[config.mk]
export PLATFORM = sky130hd
export DESIGN_NAME = ap_fifo_chan_buf_flat
export DESIGN_NICKNAME = d
export VERILOG_FILES = /design/src/rtl/ap_fifo_chan_buf_if.sv /design/src/rtl/ap_fifo_chan_buf.sv /design/src/flat_wrapper.sv
export SDC_FILE = /design/constraint.sdc
export NUM_CORES = 2
export LEC_CHECK = 0
export BUFFER_PORTS_ARGS = -buffer_cell sky130_fd_sc_hd__buf_4
export CAP_MARGIN = 25
export CORE_MARGIN = 2
export CORE_UTILIZATION = 45
export CTS_BUF_LIST = sky130_fd_sc_hd__clkbuf_2 sky130_fd_sc_hd__clkbuf_4 sky130_fd_sc_hd__clkbuf_8
export DETAILED_ROUTE_END_ITERATION = 16
export PLACE_DENSITY_LB_ADDON = 0.1
export RECOVER_POWER = 25
export SLEW_MARGIN = 20
export SYNTH_ARGS = -nofsm -noshare
export SYNTH_HDL_FRONTEND = slang
export SYNTH_SLANG_ARGS = --single-unit
[constraint.sdc]
create_clock -name ap_clk -period 9.7 [get_ports ap_clk]
set_input_delay 0.485 -clock ap_clk [delete_from_list [all_inputs] [get_ports ap_clk]]
set_output_delay 0.485 -clock ap_clk [all_outputs]
set_load 0.02 [all_outputs]
[src/rtl/ap_fifo_chan_buf_if.sv]
// rtl/ap_fifo_chan_buf_if.sv - ap_fifo writer/reader handshake bundle for the channel buffer
interface ap_fifo_chan_buf_if #(
    parameter int DATA_WIDTH = 128
) ();
    logic [DATA_WIDTH-1:0] wr_din;
    logic                  wr_write;
    logic                  wr_full;
    logic                  wr_almost_full;
    logic [DATA_WIDTH-1:0] rd_dout;
    logic                  rd_empty_n;
    logic                  rd_read;

    // master: the stream endpoints around the buffer; slave: the buffer itself
    modport master (
        output wr_din, wr_write, rd_read,
        input  wr_full, wr_almost_full, rd_dout, rd_empty_n
    );

    modport slave (
        input  wr_din, wr_write, rd_read,
        output wr_full, wr_almost_full, rd_dout, rd_empty_n
    );
endinterface

[src/rtl/ap_fifo_chan_buf.sv]
// rtl/ap_fifo_chan_buf.sv - ap_fifo channel buffer with FWFT reader port and sticky error flags
module ap_fifo_chan_buf #(
    parameter int DATA_WIDTH     = 128,
    parameter int ADDR_WIDTH     = 4,
    parameter int ALMOST_FULL_TH = 12
) (
    input  logic                ap_clk,
    input  logic                ap_rst,
    ap_fifo_chan_buf_if.slave   bus,
    input  logic                clr_err,
    output logic [ADDR_WIDTH:0] level,
    output logic                overflow,
    output logic                underflow
);
    localparam int                   DEPTH      = 1 << ADDR_WIDTH;
    localparam logic [ADDR_WIDTH:0]  FULL_LEVEL = {1'b1, {ADDR_WIDTH{1'b0}}};
    localparam int unsigned          AF_TH      = ALMOST_FULL_TH;
    localparam logic [ADDR_WIDTH:0]  AF_LEVEL   = AF_TH[ADDR_WIDTH:0];

    logic [DATA_WIDTH-1:0] mem [DEPTH];
    logic [ADDR_WIDTH-1:0] wr_ptr;
    logic [ADDR_WIDTH-1:0] rd_ptr;
    logic [ADDR_WIDTH-1:0] rd_ptr_nxt;
    logic [ADDR_WIDTH:0]   level_nxt;
    logic                  accept;
    logic                  pop;

    // Both qualifiers use registered flags so nothing depends combinationally on the requests
    assign accept     = bus.wr_write & ~bus.wr_full;
    assign pop        = bus.rd_read & bus.rd_empty_n;
    assign rd_ptr_nxt = rd_ptr + ADDR_WIDTH'(1);

    always_comb begin
        level_nxt = level;
        if (accept && !pop) begin
            level_nxt = level + (ADDR_WIDTH+1)'(1);
        end else if (!accept && pop) begin
            level_nxt = level - (ADDR_WIDTH+1)'(1);
        end
    end

    always_ff @(posedge ap_clk) begin
        if (!ap_rst && accept) begin
            mem[wr_ptr] <= bus.wr_din;
        end
    end

    always_ff @(posedge ap_clk) begin
        if (ap_rst) begin
            wr_ptr             <= '0;
            rd_ptr             <= '0;
            level              <= '0;
            bus.wr_full        <= 1'b0;
            bus.wr_almost_full <= 1'b0;
            bus.rd_empty_n     <= 1'b0;
            bus.rd_dout        <= '0;
            overflow           <= 1'b0;
            underflow          <= 1'b0;
        end else begin
            if (accept) begin
                wr_ptr <= wr_ptr + ADDR_WIDTH'(1);
            end
            if (pop) begin
                rd_ptr <= rd_ptr_nxt;
            end

            level              <= level_nxt;
            bus.wr_full        <= (level_nxt == FULL_LEVEL);
            bus.wr_almost_full <= (level_nxt >= AF_LEVEL);
            bus.rd_empty_n     <= (level_nxt != '0);

            // rd_dout is a head register: refill it from storage, or from wr_din when the
            // incoming word becomes the oldest one; otherwise it keeps its value.
            if (pop) begin
                if (level >= (ADDR_WIDTH+1)'(2)) begin
                    bus.rd_dout <= mem[rd_ptr_nxt];
                end else if (accept) begin
                    bus.rd_dout <= bus.wr_din;
                end
            end else if (level == '0 && accept) begin
                bus.rd_dout <= bus.wr_din;
            end

            overflow  <= (bus.wr_write & bus.wr_full) | (overflow & ~clr_err);
            underflow <= (bus.rd_read & ~bus.rd_empty_n) | (underflow & ~clr_err);
        end
    end
endmodule

[src/flat_wrapper.sv]
// flat-port wrapper written by rule: the top's interface ports become plain ports
module ap_fifo_chan_buf_flat 
#(
    parameter int DATA_WIDTH     = 128,
    parameter int ADDR_WIDTH     = 4,
    parameter int ALMOST_FULL_TH = 12
)
  (ap_clk, ap_rst, clr_err, level, overflow, underflow, bus_wr_din, bus_wr_write, bus_rd_read, bus_wr_full, bus_wr_almost_full, bus_rd_dout, bus_rd_empty_n);
  ap_fifo_chan_buf_if #(.DATA_WIDTH(DATA_WIDTH)) bus_i ();
  input  logic ap_clk;
  input  logic ap_rst;
  input  logic clr_err;
  output logic [ADDR_WIDTH:0] level;
  output logic overflow;
  output logic underflow;
  input wire logic [$bits(bus_i.wr_din)-1:0] bus_wr_din;
  input wire logic [$bits(bus_i.wr_write)-1:0] bus_wr_write;
  input wire logic [$bits(bus_i.rd_read)-1:0] bus_rd_read;
  output wire logic [$bits(bus_i.wr_full)-1:0] bus_wr_full;
  output wire logic [$bits(bus_i.wr_almost_full)-1:0] bus_wr_almost_full;
  output wire logic [$bits(bus_i.rd_dout)-1:0] bus_rd_dout;
  output wire logic [$bits(bus_i.rd_empty_n)-1:0] bus_rd_empty_n;
  assign bus_i.wr_din = bus_wr_din;
  assign bus_i.wr_write = bus_wr_write;
  assign bus_i.rd_read = bus_rd_read;
  assign bus_wr_full = bus_i.wr_full;
  assign bus_wr_almost_full = bus_i.wr_almost_full;
  assign bus_rd_dout = bus_i.rd_dout;
  assign bus_rd_empty_n = bus_i.rd_empty_n;
  ap_fifo_chan_buf #(.DATA_WIDTH(DATA_WIDTH), .ADDR_WIDTH(ADDR_WIDTH), .ALMOST_FULL_TH(ALMOST_FULL_TH)) u_core (.ap_clk(ap_clk), .ap_rst(ap_rst), .bus(bus_i), .clr_err(clr_err), .level(level), .overflow(overflow), .underflow(underflow));
endmodule
# == Word-level counts from Yosys, hierarchy flattened ==
# Memories as Yosys holds them, arrays and structs flattened.
# Index checks and enable logic that the tools add are counted.
# totals
inputBits,133
n_memories,1
output_inout_bits,138
wordCells,48
ram_bits,2048
regBits,146
# memory_table
memory,depth,word_bits,read_ports,rd_clocked_by_memory_dff,wr,line_no,source
u_core.mem,16,128,1,0,1,ap_fifo_chan_buf.sv:20,logic [DATA_WIDTH-1:0] mem [DEPTH];
# op_classes
n_mux,8
n_reduce_logical,11
bitwise,11
eq_ne,2
n_lt_le_gt_ge,2
n_addsub,4
# ops
operator,count
two-way mux 128 bit,4
two-way mux 5 bit,2
"adder 4 x 1 -> 4 bit, second input constant",2
bitwise AND 1 bit,6
"adder 5 x 1 -> 5 bit, second input constant",1
"equality test 5 bit, second input constant",1
"greater-or-equal comparator 5 x 2 -> 1 bit, second input constant",1
"greater-or-equal comparator 5 x 4 -> 1 bit, second input constant",1
logical NOT 5 bit,1
nonzero test 5 bit,1
"subtractor 5 x 1 -> 5 bit, second input constant",1
logical AND 1 bit,4
logical NOT 1 bit,3
"inequality test 3 x 2 -> 1 bit, second input constant",1
NOT 1 bit,3
two-way mux 1 bit,2
OR 1 bit,2
AND reduction 2 bit,1
nonzero test 2 bit,1

# == Logic depth before layout (Yosys ltp) ==
# depth
word_depth,7
ltp_mapped,9
ltp_nobuf,7

# == Worst setup path before layout ==
# No wires, ideal clock.
# synth_timing
path_type,input to register
from,input ap_rst
to,"memory u_core.mem[0][0], enable pin"
t_arrival_ns,6.522
path_buffers,2
required_ns,9.083
cell_stages,4
slack_ns,2.561
setup_time_ns,0.617
cell_sequence,clkbuf_1 -> clkbuf_1 -> or3_1 -> nor2_1
# synth_between
elab_chain_len,4
# synth_lines
item,line_no,source
from (decl),flat_wrapper.sv:11,input logic ap_rst;
logical NOT 1 bit,ap_fifo_chan_buf.sv:43,if (!ap_rst && accept) begin
logical AND 1 bit,ap_fifo_chan_buf.sv:43,
two-way mux 1 bit,ap_fifo_chan_buf.sv:43,
two-way mux 1 bit (not written as such),ap_fifo_chan_buf.sv:44,mem[wr_ptr] <= bus.wr_din;
to (decl),ap_fifo_chan_buf.sv:20,
# No other way between the ends.

# == Final worst setup path ==
# layout_timing
from,register u_core.rd_ptr[0]
to,register u_core.bus.rd_dout[70]
# layout_between
elab_chain_len,4
# layout_lines
item,line_no,source
from (decl),ap_fifo_chan_buf.sv:22,logic [ADDR_WIDTH-1:0] rd_ptr;
from (signal assigned),ap_fifo_chan_buf.sv:64,rd_ptr <= rd_ptr_nxt;
adder 4 x 1 -> 4 bit,ap_fifo_chan_buf.sv:31,assign rd_ptr_nxt = rd_ptr + ADDR_WIDTH'(1);
via u_core.rd_ptr_nxt[1],ap_fifo_chan_buf.sv:23,logic [ADDR_WIDTH-1:0] rd_ptr_nxt;
memory (16 x 128 bit),n/a,
two-way mux 128 bit,ap_fifo_chan_buf.sv:75,if (level >= (ADDR_WIDTH+1)'(2)) begin
two-way mux 128 bit,ap_fifo_chan_buf.sv:74,if (pop) begin
to (signal assigned),ap_fifo_chan_buf.sv:76,bus.rd_dout <= mem[rd_ptr_nxt];
to (signal assigned),ap_fifo_chan_buf.sv:78,bus.rd_dout <= bus.wr_din;
to (signal assigned),ap_fifo_chan_buf.sv:81,bus.rd_dout <= bus.wr_din;
to (decl),ap_fifo_chan_buf_if.sv:21,"output wr_full, wr_almost_full, rd_dout, rd_empty_n"
# The timed path passes the listed nets, and every way through them passes these cells.
# A chain may end at the register's enable or synchronous reset.

==> impl_metrics.ini <==
[setup_path]
slowest_stage = ha_4
critPathLaunchType = flip-flop
critPathArrivalTime_ns = 5.30
slowest_delay_ns = 0.88
end_kind = flip-flop
critical_path_required_ns = 10.62
cp_cell_sequence = ha_4 -> buf_12 -> buf_4 -> mux4_2 -> mux2i_1 -> o22ai_1 -> o22a_1
worstPathMaxFanout = 120
worstSetupPathType = flip-flop to flip-flop
r2r_cells = 7

[yosys]
syn_inst = 3832
synthTopCellsByArea = edfxtp_1, mux4_2, dfxtp_1, mux2i_1, o22a_1
synth_top_area_cell = edfxtp_1
async_flop_share_pct = 0
synth.cell_area_um2 = 83600
synth_edf_count = 2048
ys_types = 42
syn-num-nets = 3974
synth-seq-cells = 2194
synth_top_cell_area_share_pct = 73.6
synth_flop_cell = edfxtp_1
yosysWarnings = 0
synth_seq_area_share_pct = 77.1
syn_avg_cell_area_um2 = 21.8

[hold_path]
hold_path.class = input port to flip-flop
hold_depth = 4

[route]
wl_per_cell_um = 29.7
drc = 0
ant_nets = 0
first_pass_iters = 5
drt_iter0_drc = 3485
dr_total_vias = 41600
routed_wl_um = 214000
vias_per_cell = 5.76

[cells_and_area]
final_area_um2 = 97000
final_util_pct = 52.4
final_common_cell = edfxtp_1
drive_gt1_share_pct = 29.6
layout_common_cells = edfxtp_1, mux4_2, clkbuf_8, mux2i_1, buf_4
fin_nets = 4583
area_growth_pct = 16.1

[timing]
tightest_slew_ns = 1.12
slew_viol_final = 0
period_needed_ns = 4.38
fin_worst_skew_ns = 0.0382
worst_slack_ns = 5.32
setup_viol = 0
rsz0062_at_grt = no
fin_crit_sh_pct = 45.2
finalHoldViolCount = 0
fin_tns_setup_ns = 0
max_freq_ghz = 0.228
relSlewSlack_pct = 25.4

[clock_tree]
cts-hold-fix-buffers = 133
clkLatencyLatePin_ns = 1.05
h-tree-depth = 5
cts_buffers = 373
cts_tree = yes
cts_buffer_depth = 4
clkTransAtPathRegs_ns = 0.06
cts_root_buf = clkbuf_8
cts-resized-gates = 0
cts_num_sinks = 2194
post_cts_buffers = 0

[die]
die-area_um2 = 189000
die_x_um = 435
start_util_pct = 45.2
rows = 158
dieHeight_um = 435
core_area_um2 = 185000
pin_count = 271

[place]
post-dp-hpwl_um = 98700
globalplace.congestion = 0.700
place_worst_setup_slack_ns = 5.31
portBuffers = 270
placed_cell_area_um2 = 88500

[power]
power.density_nw_per_um2 = 240
ir_drop_mv = 0.147
p_leak_nw = 32.5

[grt]
grt_pass1_vias = 44200
grt_pass1_wl_um = 309000
gr-usage-all-layers_pct = 22.5
grt_antenna_before_repair = 13
overflow = 0
grt_max_degree = 121

[status]
status = finished, final reports clean

[run]
cap_violations = 0
[layout make-up]
type,count,area (um2)
multi-input combinational,1387,18100
tap,2480,3100
inverter,5,18.8
clock inverter,106,724
timing repair buffer,480,3900
antenna,4,10.0
clock buffer,560,6740
fill,14800,88000
sequential,2194,64400
[report_power, final]
part           internal [mW]  total [mW]  switching, mW
Sequential              10.7        10.9          0.260
Combinational           1.76        4.05           2.29
Clock                   4.69        8.31           3.63
[synth_stat cells (all sizes together) (16+ instances only)]
library cell,n
mux2i,257
clkbuf,98
nor2,33
o21ai,130
mux4,512
edfxtp,2048
o22a,128
a21oi,133
buf,148
dfxtp,146
nand2,16
o22ai,128
[registers in the layout (all words and copies together) (netlist names)]
signal / cells
u_core.wr_ptr: 4
u_core.mem: 2048
u_core.bus.wr_almost_full: 1
u_core.bus.rd_dout: 128
u_core.overflow: 1
u_core.bus.wr_full: 1
u_core.rd_ptr: 4
u_core.bus.rd_empty_n: 1
u_core.underflow: 1
u_core.level: 5
[logic make-up after synthesis]
logic type	synth area share (%)
flip-flops	77.1
buffers and inverters	1.46
AND/OR/NAND/NOR	0.382
AO/OA/AOI/OAI	3.97
adder cells (fa/ha/maj)	0.135
XOR/XNOR	0.114
multiplexers	16.9
[layer usage]
layer  vias up  track usage (%)  wire [um]
li1      17500                -          -
met1     22400             30.2      90200
met2      1272             37.6     107000
met3       433             3.94      10900
met4        12             7.12       5840
met5         -                0         82
[metrics by stage]
stage	hold slack, ns	cells	power [mW]
after floorplan	0.465	3832	13.7
after global placement	0.463	6407	15.2
after detailed placement	0.473	6410	15.2
after CTS	0.189	7209	23.6
after global routing	0.288	7214	24.2
final	0.318	7216	23.3
[worst max-delay path: cells and delay by family, from the launching register on]
| family | cells | cell delay (ns) |
|---|---|---|
| mux | 2 | 0.58 |
| fa+ha+maj | 1 | 0.88 |
| flops | 1 | 0.86 |
| compound gates | 2 | 0.32 |
| buf+inv | 2 | 1.36 |
[final timing paths]
check / startpoint / endpoint / slack (ns)
worst max-delay path: u_core.rd_ptr[0]$_SDFFE_PP0N_ / u_core.bus.rd_dout[70]$_SDFFE_PP0P_ / 5.32
worst min-delay path: clr_err / u_core.underflow$_SDFF_PP0_ / 0.32
worst max register to register: u_core.rd_ptr[0]$_SDFFE_PP0N_ / u_core.bus.rd_dout[70]$_SDFFE_PP0P_ / 5.32
worst min register to register: u_core.bus.rd_dout[48]$_SDFFE_PP0P_ / u_core.bus.rd_dout[48]$_SDFFE_PP0P_ / 0.48
Power figures use the tool's default switching activity.
